<file path="src/rtl/mixer_pkg.sv">
// Shared constants, types and helpers for the quadrature PWM mixer.
// Imported by mixer_channel and quad_pwm_mixer.
package mixer_pkg;

    localparam int DEF_CHANNELS = 3;
    localparam int DEF_WIDTH    = 8;
    localparam int DEF_HIST_LEN = 8;
    localparam int DEF_STEP     = 1;
    localparam int DEF_FADE_DIV = 16;

    typedef enum logic [1:0] {
        DIR_NONE = 2'd0,
        DIR_UP   = 2'd1,
        DIR_DOWN = 2'd2
    } dir_e;

    // Phase stagger of channel idx: idx * (2^width / chans)
    function automatic int unsigned phase_offset(
        input int unsigned idx,
        input int unsigned chans,
        input int unsigned width
    );
        return idx * ((32'd1 << width) / chans);
    endfunction

endpackage

</file>
<file path="src/rtl/mixer_channel.sv">
// One encoder channel: sync, debounce, decode, saturating target,
// optional fade register (MIXER_FADE_EN).
module mixer_channel
    import mixer_pkg::*;
#(
    parameter int WIDTH    = DEF_WIDTH,
    parameter int HIST_LEN = DEF_HIST_LEN,
    parameter int STEP     = DEF_STEP
) (
    input  logic             clk,
    input  logic             reset,
    input  logic             enc_a,
    input  logic             enc_b,
`ifdef MIXER_FADE_EN
    input  logic             fade_tick,
`endif
    output logic [WIDTH-1:0] target,
    output logic [WIDTH-1:0] duty_src
);

    localparam logic [WIDTH:0] MAX_LVL = {1'b0, {WIDTH{1'b1}}};
    localparam logic [WIDTH:0] STEP_W  = (WIDTH+1)'(STEP);

    logic [1:0]          a_sync;
    logic [1:0]          b_sync;
    logic [HIST_LEN-1:0] a_hist;
    logic [HIST_LEN-1:0] b_hist;
    logic                a_db;
    logic                b_db;
    logic                a_db_n;
    logic                b_db_n;
    dir_e                dir;
    logic [WIDTH:0]      sum;
    logic [WIDTH-1:0]    target_q;
    logic [WIDTH-1:0]    target_n;

    // Two-flop synchronisers, then sample history shift registers
    always_ff @(posedge clk) begin
        if (!reset) begin
            a_sync <= '0;
            b_sync <= '0;
            a_hist <= '0;
            b_hist <= '0;
        end else begin
            a_sync <= {a_sync[0], enc_a};
            b_sync <= {b_sync[0], enc_b};
            a_hist <= {a_hist[HIST_LEN-2:0], a_sync[1]};
            b_hist <= {b_hist[HIST_LEN-2:0], b_sync[1]};
        end
    end

    // Debounce: switch only on a full run of equal samples
    always_comb begin
        a_db_n = a_db;
        b_db_n = b_db;
        unique case (1'b1)
            (&a_hist):  a_db_n = 1'b1;
            (~|a_hist): a_db_n = 1'b0;
            default:    a_db_n = a_db;
        endcase
        unique case (1'b1)
            (&b_hist):  b_db_n = 1'b1;
            (~|b_hist): b_db_n = 1'b0;
            default:    b_db_n = b_db;
        endcase
    end

    // Decode: only a lone A edge counts; direction from new A vs B
    always_comb begin
        dir = DIR_NONE;
        if ((a_db_n != a_db) && (b_db_n == b_db)) begin
            dir = (a_db_n != b_db) ? DIR_UP : DIR_DOWN;
        end
    end

    // Saturating step of the target level
    always_comb begin
        sum      = {1'b0, target_q} + STEP_W;
        target_n = target_q;
        unique case (dir)
            DIR_UP: begin
                target_n = (sum > MAX_LVL) ? '1 : sum[WIDTH-1:0];
            end
            DIR_DOWN: begin
                if ({1'b0, target_q} < STEP_W) begin
                    target_n = '0;
                end else begin
                    target_n = target_q - STEP_W[WIDTH-1:0];
                end
            end
            default: target_n = target_q;
        endcase
    end

    // Debounced state and target registers
    always_ff @(posedge clk) begin
        if (!reset) begin
            a_db     <= 1'b0;
            b_db     <= 1'b0;
            target_q <= '0;
        end else begin
            a_db     <= a_db_n;
            b_db     <= b_db_n;
            target_q <= target_n;
        end
    end

    assign target = target_q;

`ifdef MIXER_FADE_EN
    logic [WIDTH-1:0] fade_q;

    // Fade register walks one LSB toward the target per tick
    always_ff @(posedge clk) begin
        if (!reset) begin
            fade_q <= '0;
        end else if (fade_tick) begin
            if (fade_q < target_q) begin
                fade_q <= fade_q + 1'b1;
            end else if (fade_q > target_q) begin
                fade_q <= fade_q - 1'b1;
            end
        end
    end

    assign duty_src = fade_q;
`else
    assign duty_src = target_q;
`endif

endmodule

</file>
<file path="src/rtl/quad_pwm_mixer.sv">
// Quad encoder to phase-staggered PWM mixer, CHANNELS channels.
// Optional fade build: define MIXER_FADE_EN.
module quad_pwm_mixer
    import mixer_pkg::*;
#(
    parameter int CHANNELS = DEF_CHANNELS,
    parameter int WIDTH    = DEF_WIDTH,
    parameter int HIST_LEN = DEF_HIST_LEN,
    parameter int STEP     = DEF_STEP,
    parameter int FADE_DIV = DEF_FADE_DIV
) (
    input  logic                      clk,
    input  logic                      reset,
    input  logic [CHANNELS-1:0]       enc_a,
    input  logic [CHANNELS-1:0]       enc_b,
    output logic [CHANNELS-1:0]       pwm_out,
    output logic [CHANNELS*WIDTH-1:0] level,
    output logic                      sync
);

    logic [WIDTH-1:0] cnt;

    // Shared free-running counter; sync marks channel 0 period start
    always_ff @(posedge clk) begin
        if (!reset) begin
            cnt  <= '0;
            sync <= 1'b0;
        end else begin
            cnt  <= cnt + 1'b1;
            sync <= (cnt == '0);
        end
    end

`ifdef MIXER_FADE_EN
    logic [15:0] presc;
    logic        fade_tick;

    assign fade_tick = (presc == 16'(FADE_DIV - 1));

    // Fade prescaler: one tick every FADE_DIV clocks
    always_ff @(posedge clk) begin
        if (!reset) begin
            presc <= '0;
        end else if (fade_tick) begin
            presc <= '0;
        end else begin
            presc <= presc + 1'b1;
        end
    end
`else
    logic [31:0] fade_div_unused;
    assign fade_div_unused = 32'(FADE_DIV);
`endif

    for (genvar i = 0; i < CHANNELS; i++) begin : g_ch
        localparam logic [WIDTH-1:0] OFF =
            WIDTH'(phase_offset(i, CHANNELS, WIDTH));

        logic [WIDTH-1:0] tgt;
        logic [WIDTH-1:0] src;
        logic [WIDTH-1:0] phase;
        logic [WIDTH-1:0] duty_q;
        logic [WIDTH-1:0] duty_eff;
        logic             pwm_q;

        mixer_channel #(
            .WIDTH    (WIDTH),
            .HIST_LEN (HIST_LEN),
            .STEP     (STEP)
        ) u_ch (
            .clk       (clk),
            .reset     (reset),
            .enc_a     (enc_a[i]),
            .enc_b     (enc_b[i]),
`ifdef MIXER_FADE_EN
            .fade_tick (fade_tick),
`endif
            .target    (tgt),
            .duty_src  (src)
        );

        assign phase    = cnt + OFF;
        assign duty_eff = (phase == '0) ? src : duty_q;

        // Shadow duty loads at period start; compare is registered
        always_ff @(posedge clk) begin
            if (!reset) begin
                duty_q <= '0;
                pwm_q  <= 1'b0;
            end else begin
                duty_q <= duty_eff;
                pwm_q  <= (phase < duty_eff);
            end
        end

        assign pwm_out[i]                 = pwm_q;
        assign level[i*WIDTH +: WIDTH]    = tgt;
    end

endmodule

</file>
<file path="config.mk">
export PLATFORM = sky130hd
export DESIGN_NAME = quad_pwm_mixer
export DESIGN_NICKNAME = d
export VERILOG_FILES = /design/src/rtl/mixer_pkg.sv /design/src/rtl/mixer_channel.sv /design/src/rtl/quad_pwm_mixer.sv
export SDC_FILE = /design/constraint.sdc
export NUM_CORES = 1
export LEC_CHECK = 0
export BUFFER_PORTS_ARGS = -buffer_cell sky130_fd_sc_hd__buf_2
export CORE_ASPECT_RATIO = 0.6
export CORE_UTILIZATION = 55
export DETAILED_ROUTE_END_ITERATION = 12
export PLACE_DENSITY_LB_ADDON = 0.12
export SKIP_LAST_GASP = 1
export SYNTH_ARGS = -nofsm -noshare
export SYNTH_HDL_FRONTEND = slang
export SYNTH_SLANG_ARGS = --single-unit
</file>
<file path="constraint.sdc">
create_clock -name clk -period 3.7 [get_ports clk]
set_input_delay 0.185 -clock clk [delete_from_list [all_inputs] [get_ports clk]]
set_output_delay 0.185 -clock clk [all_outputs]
set_load 0.03 [all_outputs]
</file>
* Word-level counts from Yosys, hierarchy flattened *
Cells that the tools add are included.

storage, ports and cells
  register bits after elaboration = 126
  logic and storage cells = 113
  input port bits = 8
  latch bits = 0
  bits in read-only memories = 0
  bits in writable memories = 0
  memories = 0
  output and inout port bits = 28

operators by class
  divide/modulo/power cells = 0
  reductions and logical operators = 27
  muxes and demuxes = 24
  multipliers = 0
  bitwise gates (word level) = 0
  shift-type cells = 0
  eq/ne operators = 15
  order comparisons = 9
  $add $sub $neg = 9

operators with widths
  cell                                                                    count
  8-bit two-way mux                                                       9
  8-bit one-hot mux with 2 select lines                                   3
  8-bit AND reduction                                                     6
  8-bit OR reduction                                                      6
  8-bit by 1-bit adder with 9-bit output (second input constant)          3
  9-bit by 8-bit > comparator with 1-bit output (second input constant)   3
  8-bit logical NOT                                                       3
  8-bit by 1-bit < comparator with 1-bit output (second input constant)   3
  8-bit < comparator                                                      3
  8-bit by 1-bit subtractor with 8-bit output (second input constant)     3
  2-bit two-way mux                                                       6
  1-bit one-hot mux with 2 select lines                                   6
  8-bit by 1-bit adder with 8-bit output (second input constant)          1
  8-bit by 7-bit adder with 8-bit output (second input constant)          1
  8-bit adder (second input constant)                                     1
  2-bit by 1-bit equality test with 1-bit output (second input constant)  3
  2-bit equality test (second input constant)                             3
  1-bit logical NOT                                                       6
  1-bit != test                                                           6
  2-bit nonzero test                                                      3
  1-bit equality test                                                     3
  1-bit logical AND                                                       3

* Longest topological paths before layout *
Gate-level depths: netlist of run 1.

  depth in word-level cells = 8
  depth in mapped cells = 15
  depth with buffers taken out = 13

* Cells and area by module *
From an unflattened synthesis of run 1, not the netlist that was laid out.

second synthesis, totals
  cell total of the unflattened synthesis = 852
  area, all modules = 7218.2 µm²

by module, submodules not included
  module          cells an instance  area an instance (µm²)  times used  sequential area each (µm²)
  mixer_channel   195                1622.8                  3           600.6
  quad_pwm_mixer  267                2349.8                  1           720.7

* Least setup slack after synthesis of run 1 *
OpenSTA, ideal clock, no wires.

  path kind = register -> register
  from = reg cnt[2]
  to = reg g_ch[1].pwm_q
  setup slack = 0.741 ns
  clock period less this slack = 2.959 ns
  data required time = 3.637 ns
  cell stages (with the launch flop) = 16
  setup time = 0.063 ns
  buffers on the path = 2
  arrival time = 2.896 ns
  cells stage by stage = dfxtp_1 > buf_2 > inv_1 > ha_1 > a21oi_1 > o211ai_1 > xor2_1 > nor3_1 > buf_2 > mux2i_1 > ha_1 > a21oi_1 > o21ai_0 > nor3_1 > nand4_1 > nand3_1

on the way
  word-level cells in the longest chain between the ends = 4

RTL lines
  what                                        line                  source
  start: declaration                          quad_pwm_mixer.sv:21  logic [WIDTH-1:0] cnt;
  start signal: assignment                    quad_pwm_mixer.sv:29  cnt <= cnt + 1'b1;
  8-bit by 7-bit adder with 8-bit output (*)  quad_pwm_mixer.sv:82  assign phase = cnt + OFF;
  8-bit logical NOT                           quad_pwm_mixer.sv:83  assign duty_eff = (phase == '0) ? src : duty_q;
  8-bit two-way mux                           quad_pwm_mixer.sv:83
  8-bit < comparator (*)                      quad_pwm_mixer.sv:92  pwm_q <= (phase < duty_eff);
  end signal: assignment                      quad_pwm_mixer.sv:92
  end: declaration                            quad_pwm_mixer.sv:64  logic pwm_q;

Every way passes the cells marked *; elsewhere a longest branch is shown, timed or not.
A chain may end at the register's enable or synchronous reset.

* Worst setup path after layout of run 1 *
  from = reg cnt[1]
  to = reg g_ch[2].pwm_q

on the way
  word-level cells in the longest chain between the ends = 4

RTL lines
  what                    line
  8-bit adder (*)         quad_pwm_mixer.sv:82
  8-bit logical NOT       quad_pwm_mixer.sv:83
  8-bit two-way mux       quad_pwm_mixer.sv:83
  8-bit < comparator (*)  quad_pwm_mixer.sv:92
  end signal: assignment  quad_pwm_mixer.sv:92
  end: declaration        quad_pwm_mixer.sv:64

Marked as above.

==> flow_summary_export.csv, run 1 <==
group,metric,value,unit
drt,wire_per_inst,15.3,µm
layout,layout.nets,787,
min_path,worstHoldEndpoint,"g_ch[1].u_ch.duty_src[1]$_SDFFE_PN0P_",
timing,fmax,290,MHz
critical_path,crit_type,"register to register",
global_routing,grt_use_total,25.0,%
floorplanning,core,11300,µm²
power_and_ir_drop,ir_drop,313,µV
placed_design,port_buffers,35,
cts,worst_skew_pair.late_latency,0.41,ns
yosys,muxShareOfSynthArea,5.57,%
cts,clk_pin_slew,0.06,ns
yosys,avgSynthCellArea,8.76,µm²
power_and_ir_drop,finalPower,0.00305,W
floorplanning,die_h,85.5,µm
yosys,synth_compound_area_share,15.8,%
placed_design,routabilityCongestion,0.867,
yosys,synthTopCellsByArea,"dfxtp_1 40%, and2_1 6.7%, ha_1 6.5%",
yosys,yosys.area_share.simple,25.1,%
cts,cts_setup_buffers,0,
global_routing,grt_max_degree,81,
min_path,whs_path_depth,3,
yosys,synth_fa_ha_area_share,6.47,%
yosys,synth_cell_types,65,
cts,tritoncts,"yes",
cts,cts_buffers,17,
critical_path,max_stage_delay,0.49,ns
global_routing,antenna_found_initial,0,
drt,routed_via_density,5.77,
critical_path,cp_cell_sequence,"ha_1, xnor2_1, o21bai_1, a2111oi_4, nor2b_2, mux2i_1, ha_1, a21oi_1, o21ai_0, nor3_1, nand2_1, a31o_2, nand2_1",
timing,min_period,3.44,ns
cts,cts.path.max_buffers,2,
global_routing,grt-ovfl-total,0,
placed_design,dpl-instance-area,6590,µm²
yosys,postSynthCellCount,729,
critical_path,cpMaxStageDelayCell,"dfxtp_1",
critical_path,rrSetupSlack,0.26,ns
floorplanning,initial_utilization,56.5,%
timing,slew_violations,0,
critical_path,cp-end-kind,"register",
yosys,syn_area,6380,µm²
yosys,synth-edff-count,0,
power_and_ir_drop,leakagePower,2.95,nW
power_and_ir_drop,comb_power_share,3.8,%
power_and_ir_drop,p_int,0.00230,W
yosys,synth_top_area_share,39.5,%
global_routing,grt_pass1_vias,5089,
floorplanning,die_x,141,µm
floorplanning,dieArea,12100,µm²
critical_path,cp-start-kind,"register",
timing,finalSetupViolations,0,
flow_run,drv_cap,0,
power_and_ir_drop,clkPwrFrac,50.8,%
power_and_ir_drop,swShare,24.7,%
critical_path,reg2reg_from,"cnt[1]$_SDFF_PN0_",
yosys,synth_warnings,0,
critical_path,crit_path_max_fanout,9,
power_and_ir_drop,switchingPower,0.000754,W
yosys,synth-xor-area-share,2.47,%
timing,rsz0062_at_grt,"no",
critical_path,critPathArrivalTime,3.80,ns
cts,clockRootBuffer,"clkbuf_16",
cts,htreeDepth,4,
global_routing,grt_pass1_wl,24000,µm
floorplanning,ios,36,
drt,wl,14100,µm
yosys,synth-main-ff-cell,"dfxtp_1",
critical_path,worstReg2RegEnd,"g_ch[2].pwm_q$_SDFF_PN0_",
critical_path,r2r_cells,13,
timing,tightest_slew,1.21,ns
layout,fin_area,7200,µm²
layout,utilization,63.8,%
status,status,"complete, no violations",
yosys,synth_top_family_by_area,"simple AND/OR/NAND/NOR gates",
power_and_ir_drop,pwr-share-seq,45.4,%
layout,drive_gt1_share,12.8,%
timing,hold_viol,0,
placed_design,hpwl,9420,µm
timing,skew,0.00882,ns
timing,slew_headroom,19.2,%
yosys,async_flop_share,0,%
min_path,holdCritPathClass,"input pin to register",
yosys,synth_seq_cells,126,
yosys,yosys.area.top_type,"dfxtp_1",
min_path,worstHoldStart,"reset",
layout,syn_to_final_growth,12.8,%
layout,num_antenna_cells,0,
timing,fin_crit_sh,93.1,%
floorplanning,row_count,30,
power_and_ir_drop,p_per_area,423,nW/µm²
drt,drtIter0Drc,319,
timing,fin_setup_tns,0,ns
critical_path,crit_required,4.05,ns
drt,drc,0,
drt,num_vias,5300,
yosys,synth_nets,770,
drt,antenna_left,0,
drt,dr.pass1.iters,4,
yosys,ys_seq_area_share,39.5,%
cts,clock_sinks,126,
layer usage:
layer	track usage (%)	vias to the layer above	routed length, µm
met1	33.1	2500	6850
met2	40.1	133	6340
met5	0	-	0
met4	8.89	0	157
met3	5.81	16	734
li1	-	2651	-
critical path, delay by kind of cell, from the launching register on:
kind | cells | cell delay, ns
compound gates | 5 | 1.06
simple gates | 4 | 0.74
fa+ha+maj | 2 | 0.64
flops | 1 | 0.49
mux | 1 | 0.34
xor+xnor | 1 | 0.12
kinds of logic (layout without fill, tap and decap cells):
kind of cell,after synthesis,in the layout
compound gates,149,149
mux,35,35
fa+ha+maj,33,33
simple gates,292,292
buf+inv,76,106
flops,126,126
xor+xnor,18,18
synth_stat cells (3+ instances only):
library cell / n
a21o_1: 5
nor4_1: 12
buf_1: 4
and3_1: 12
nand4_1: 13
o22ai_1: 3
o21ai_0: 37
nor3_1: 21
nor2_1: 55
or3_1: 7
nand3_1: 21
mux2i_1: 31
mux2_2: 4
xor2_1: 8
a31oi_1: 7
a21boi_0: 4
a21oi_1: 37
o211a_1: 4
o21a_1: 4
nand3b_1: 4
o21ai_1: 3
ha_1: 33
xnor2_1: 10
nand2_1: 41
buf_4: 8
a211o_1: 3
nand2b_1: 4
dfxtp_1: 126
or4_1: 6
buf_2: 8
clkbuf_1: 31
a211oi_1: 4
o2111ai_1: 3
and2_1: 68
inv_1: 25
o31ai_1: 5
nor2b_1: 3
o211ai_1: 8
and4_1: 10
or4b_1: 3
or2_2: 3
stage by stage:
stage               setup WS, ns  hold WS [ns]  cells
finish                     0.255         0.361    919
global route              0.0260         0.358    919
CTS                       0.0934         0.348    919
detailed placement         0.150         0.396    881
global placement           0.367         0.392    881
floorplan                  0.741         0.312    729
worst max path at each step:
stage	start	end	slack, ns	cells past startpoint
3_5_place_dp	cnt[2]$_SDFF_PN0_	g_ch[2].pwm_q$_SDFF_PN0_	0.15	13
6_report	cnt[1]$_SDFF_PN0_	g_ch[2].pwm_q$_SDFF_PN0_	0.26	13
4_1_cts	cnt[2]$_SDFF_PN0_	g_ch[2].pwm_q$_SDFF_PN0_	0.09	13
3_3_place_gp	cnt[2]$_SDFF_PN0_	g_ch[2].pwm_q$_SDFF_PN0_	0.37	13
2_1_floorplan	cnt[2]$_SDFF_PN0_	g_ch[1].pwm_q$_SDFF_PN0_	0.74	15
5_1_grt	cnt[1]$_SDFF_PN0_	g_ch[2].pwm_q$_SDFF_PN0_	0.03	13
area by class of cell:
| type | count | area, µm² |
|---|---|---|
| fillers | 947 | 4090 |
| multi-input cells | 527 | 3540 |
| flip-flops and latches | 126 | 2520 |
| clock buffers | 17 | 425 |
| repair buffers | 49 | 295 |
| well taps | 160 | 200 |
| clock inverters | 15 | 126 |
| inverters | 25 | 93.8 |
flip-flops by register name (all words and copies together), names as in the netlist:
signal              flops
g_ch.u_ch.b_hist       24
sync                    1
g_ch.u_ch.b_sync        6
g_ch.u_ch.a_db          3
g_ch.u_ch.duty_src     24
g_ch.u_ch.a_sync        6
g_ch.u_ch.b_db          3
g_ch.duty_q            24
g_ch.pwm_q              3
cnt                     8
g_ch.u_ch.a_hist       24
power by group through the flow:
| stage | Sequential, W | Clock, W | Combinational (W) |
|---|---|---|---|
| 2_1_floorplan | 0.00141 | 0 | 0.0000820 |
| 3_3_place_gp | 0.00141 | 0 | 0.000104 |
| 3_5_place_dp | 0.00141 | 0 | 0.000109 |
| 4_1_cts | 0.00138 | 0.00157 | 0.000115 |
| 5_1_grt | 0.00139 | 0.00164 | 0.000129 |
| 6_report | 0.00138 | 0.00155 | 0.000115 |
cells in the final DEF (no fill, tap or decap), drive strengths merged, types with 5 or more instances in the layout:
cell | Yosys | final
dfxtp | 126 | 126
and2 | 68 | 68
nor2 | 56 | 56
buf | 20 | 43
nand2 | 41 | 41
o21ai | 41 | 41
a21oi | 37 | 37
ha | 33 | 33
inv | 25 | 33
mux2i | 31 | 31
nor3 | 21 | 21
nand3 | 21 | 21
clkbuf | 31 | 17
nand4 | 13 | 13
and3 | 12 | 12
nor4 | 12 | 12
and4 | 10 | 10
xnor2 | 10 | 10
xor2 | 8 | 8
o211ai | 8 | 8
or3 | 7 | 7
a31oi | 7 | 7
or4 | 7 | 7
dlygate4sd3 | 0 | 6
o31ai | 6 | 6
a211oi | 6 | 6
a21o | 5 | 5
what timing repair did:
| item | in CTS | in global routing |
|---|---|---|
| hold buffers | 6 | 0 |
| resized for setup | 0 | 2 |
| setup endpoints to repair | 0 | 2 |
| endpoints found under the hold margin | 6 | 0 |
Power figures use the tool's default switching activity.
==> inputs of run 2 (changes only) <==
BUFFER_PORTS_ARGS = -buffer_cell sky130_fd_sc_hd__clkbuf_2   (was -buffer_cell sky130_fd_sc_hd__buf_2)
GPL_TIMING_DRIVEN = 0   (was not set)
REMOVE_ABC_BUFFERS = 1   (was not set)
==> flow_summary_export.csv, run 2 (synthesized netlist as in run 1, its figures left out) <==
group,metric,value,unit
status,status,"complete, no violations",
cts,htreeDepth,4,
floorplanning,ios,36,
placed_design,place_inst,873,
drt,drc,0,
timing,min_period,3.41,ns
min_path,holdCritPathClass,"input pin to register",
layout,layout.nets,787,
critical_path,cp_cell_sequence,"ha_1, xnor2_1, o21bai_1, a2111oi_4, nor2b_4, mux2i_1, ha_1, a21oi_1, o21ai_0, nor3_1, nand2_1, a31o_2, nand2_1",
critical_path,cpMaxStageDelayCell,"dfxtp_2",
floorplanning,core,11300,µm²
layout,final_cell_mix,"124 x dfxtp_1, 68 x and2_1, 55 x nor2_1",
layout,seq_area,2520,µm²
layout,num_antenna_cells,0,
placed_design,port_buffers,35,
timing,fin_setup_tns,0,ns
global_routing,antenna_found_initial,0,
critical_path,cp-end-kind,"register",
layout,drive_gt1_share,13.1,%
critical_path,timing.critical_path.buf_inv,0,
flow_run,drv_cap,0,
drt,drtIter0Drc,464,
cts,worst_skew_pair.late_latency,0.41,ns
floorplanning,dieArea,12100,µm²
timing,slew_violations,0,
critical_path,crit_required,4.05,ns
layout,fin_cells,918,
cts,tritoncts,"yes",
cts,clockRootBuffer,"clkbuf_16",
cts,cts_buffers,17,
placed_design,routabilityCongestion,0.874,
power_and_ir_drop,ir_drop,328,µV
critical_path,critPathArrivalTime,3.76,ns
timing,skew,0.00705,ns
floorplanning,row_count,30,
timing,rsz0062_at_grt,"no",
critical_path,crit_type,"register to register",
drt,wl,14100,µm
critical_path,worst_path_dominant_cell_family,"compound AO/OA/AOI/OAI gates",
global_routing,grt-ovfl-total,0,
timing,finalSetupViolations,0,
cts,cts.path.max_buffers,2,
cts,clk_pin_slew,0.06,ns
timing,fin_crit_sh,92.2,%
drt,num_vias,5349,
critical_path,max_stage_delay,0.47,ns
timing,fmax,293,MHz
timing,tightest_slew,1.36,ns
critical_path,cp-start-kind,"register",
layout,syn_to_final_growth,14.5,%
floorplanning,initial_utilization,56.5,%
global_routing,grt_pass1_vias,4850,
drt,dr.pass1.iters,5,
global_routing,grt_max_degree,82,
floorplanning,die_x,141,µm
drt,wire_per_inst,15.3,µm
drt,routed_via_density,5.83,
cts,clock_sinks,126,
timing,hold_viol,0,
power_and_ir_drop,p_per_area,450,nW/µm²
global_routing,grt_pass1_wl,23500,µm
critical_path,crit_path_max_fanout,11,
floorplanning,die_h,85.5,µm
global_routing,grt_use_total,24.4,%
drt,antenna_left,0,
layout,layout_commonest_cell,"dfxtp_1",
timing,slew_headroom,8.94,%
placed_design,hpwl,9350,µm
layout,n_fill_cell,910,
power_and_ir_drop,leakagePower,2.97,nW
layout,multi_input_area,3560,µm²
[run 2: changes by cell type in the layout (fill, tap and decap cells not counted), sizes merged]
| cell | change |
|---|---|
| buf | -34 |
| bufinv | +4 |
| clkbuf | +34 |
| clkinv | -1 |
| clkinvlp | -2 |
| inv | -2 |
[run 2: worst register-to-register path, cell delays in order (launching register included)]
cell and delay [ns]:
dfxtp_2 0.47, ha_1 0.33, xnor2_1 0.12, o21bai_1 0.23
a2111oi_4 0.42, nor2b_4 0.30, mux2i_1 0.27, ha_1 0.29
a21oi_1 0.14, o21ai_0 0.10, nor3_1 0.29, nand2_1 0.09
a31o_2 0.23, nand2_1 0.07
[run 2: cell type report]
type	count	share of cell area, %
clock buffers	17	5.82
clock inverters	14	2.81
inverters	25	1.28
multi-input cells	527	48.6
flip-flops and latches	126	34.5
well taps	160	2.74
repair buffers	49	4.21
[run 2: what timing repair did]
item / CTS / global route
pin swaps: 0 / 1
setup endpoints to repair: 2 / 2
resized for setup: 2 / 3
hold buffers: 6 / 0
endpoints found under the hold margin: 6 / 0
buffers inserted: 0 / 7
[run 2: worst paths after layout]
kind                            slack (ns)                                    end                               from  cells after the start
worst max-delay path                  0.29               g_ch[2].pwm_q$_SDFF_PN0_                  cnt[2]$_SDFF_PN0_                     13
worst min-delay path                  0.22  g_ch[0].u_ch.duty_src[1]$_SDFFE_PN0P_                              reset                      3
worst max register to register        0.29               g_ch[2].pwm_q$_SDFF_PN0_                  cnt[2]$_SDFF_PN0_                     13
worst min register to register        0.43      g_ch[2].u_ch.b_sync[1]$_SDFF_PN0_  g_ch[2].u_ch.b_sync[0]$_SDFF_PN0_                      1
[run 2: stage by stage]
step | hold slack (ns) | utilization [%] | cell area (µm²) | setup WS [ns] | power [W]
after global placement | 0.389 | 57.8 | 6530 | -0.565 | 0.00151
after global routing | 0.238 | 64.7 | 7310 | 0.0799 | 0.00339
after floorplan | 0.299 | - | 6150 | 0.0745 | 0.00148
after detailed placement | 0.394 | 57.8 | 6530 | -0.333 | 0.00152
after CTS | 0.436 | 64.0 | 7230 | -0.122 | 0.00331
final | 0.219 | 64.7 | 7310 | 0.288 | 0.00329
[run 2: metal layers]
| metal | vias to the layer above | global-route usage, % | part of all wire (%) |
|---|---|---|---|
| met5 | - | 0 | 0 |
| met4 | 0 | 8.20 | 0.68 |
| met2 | 172 | 37.5 | 43 |
| met1 | 2521 | 34.4 | 50 |
| li1 | 2648 | - | - |
| met3 | 8 | 4.46 | 5.9 |
[run 2: power by group]
group / leakage, nW / internal (W) / switching [W]
Clock: 0.307 / 0.00114 / 0.000650
Sequential: 1.02 / 0.00137 / 0.0000134
Combinational: 1.65 / 0.0000444 / 0.0000668
Total: 2.97 / 0.00256 / 0.000731
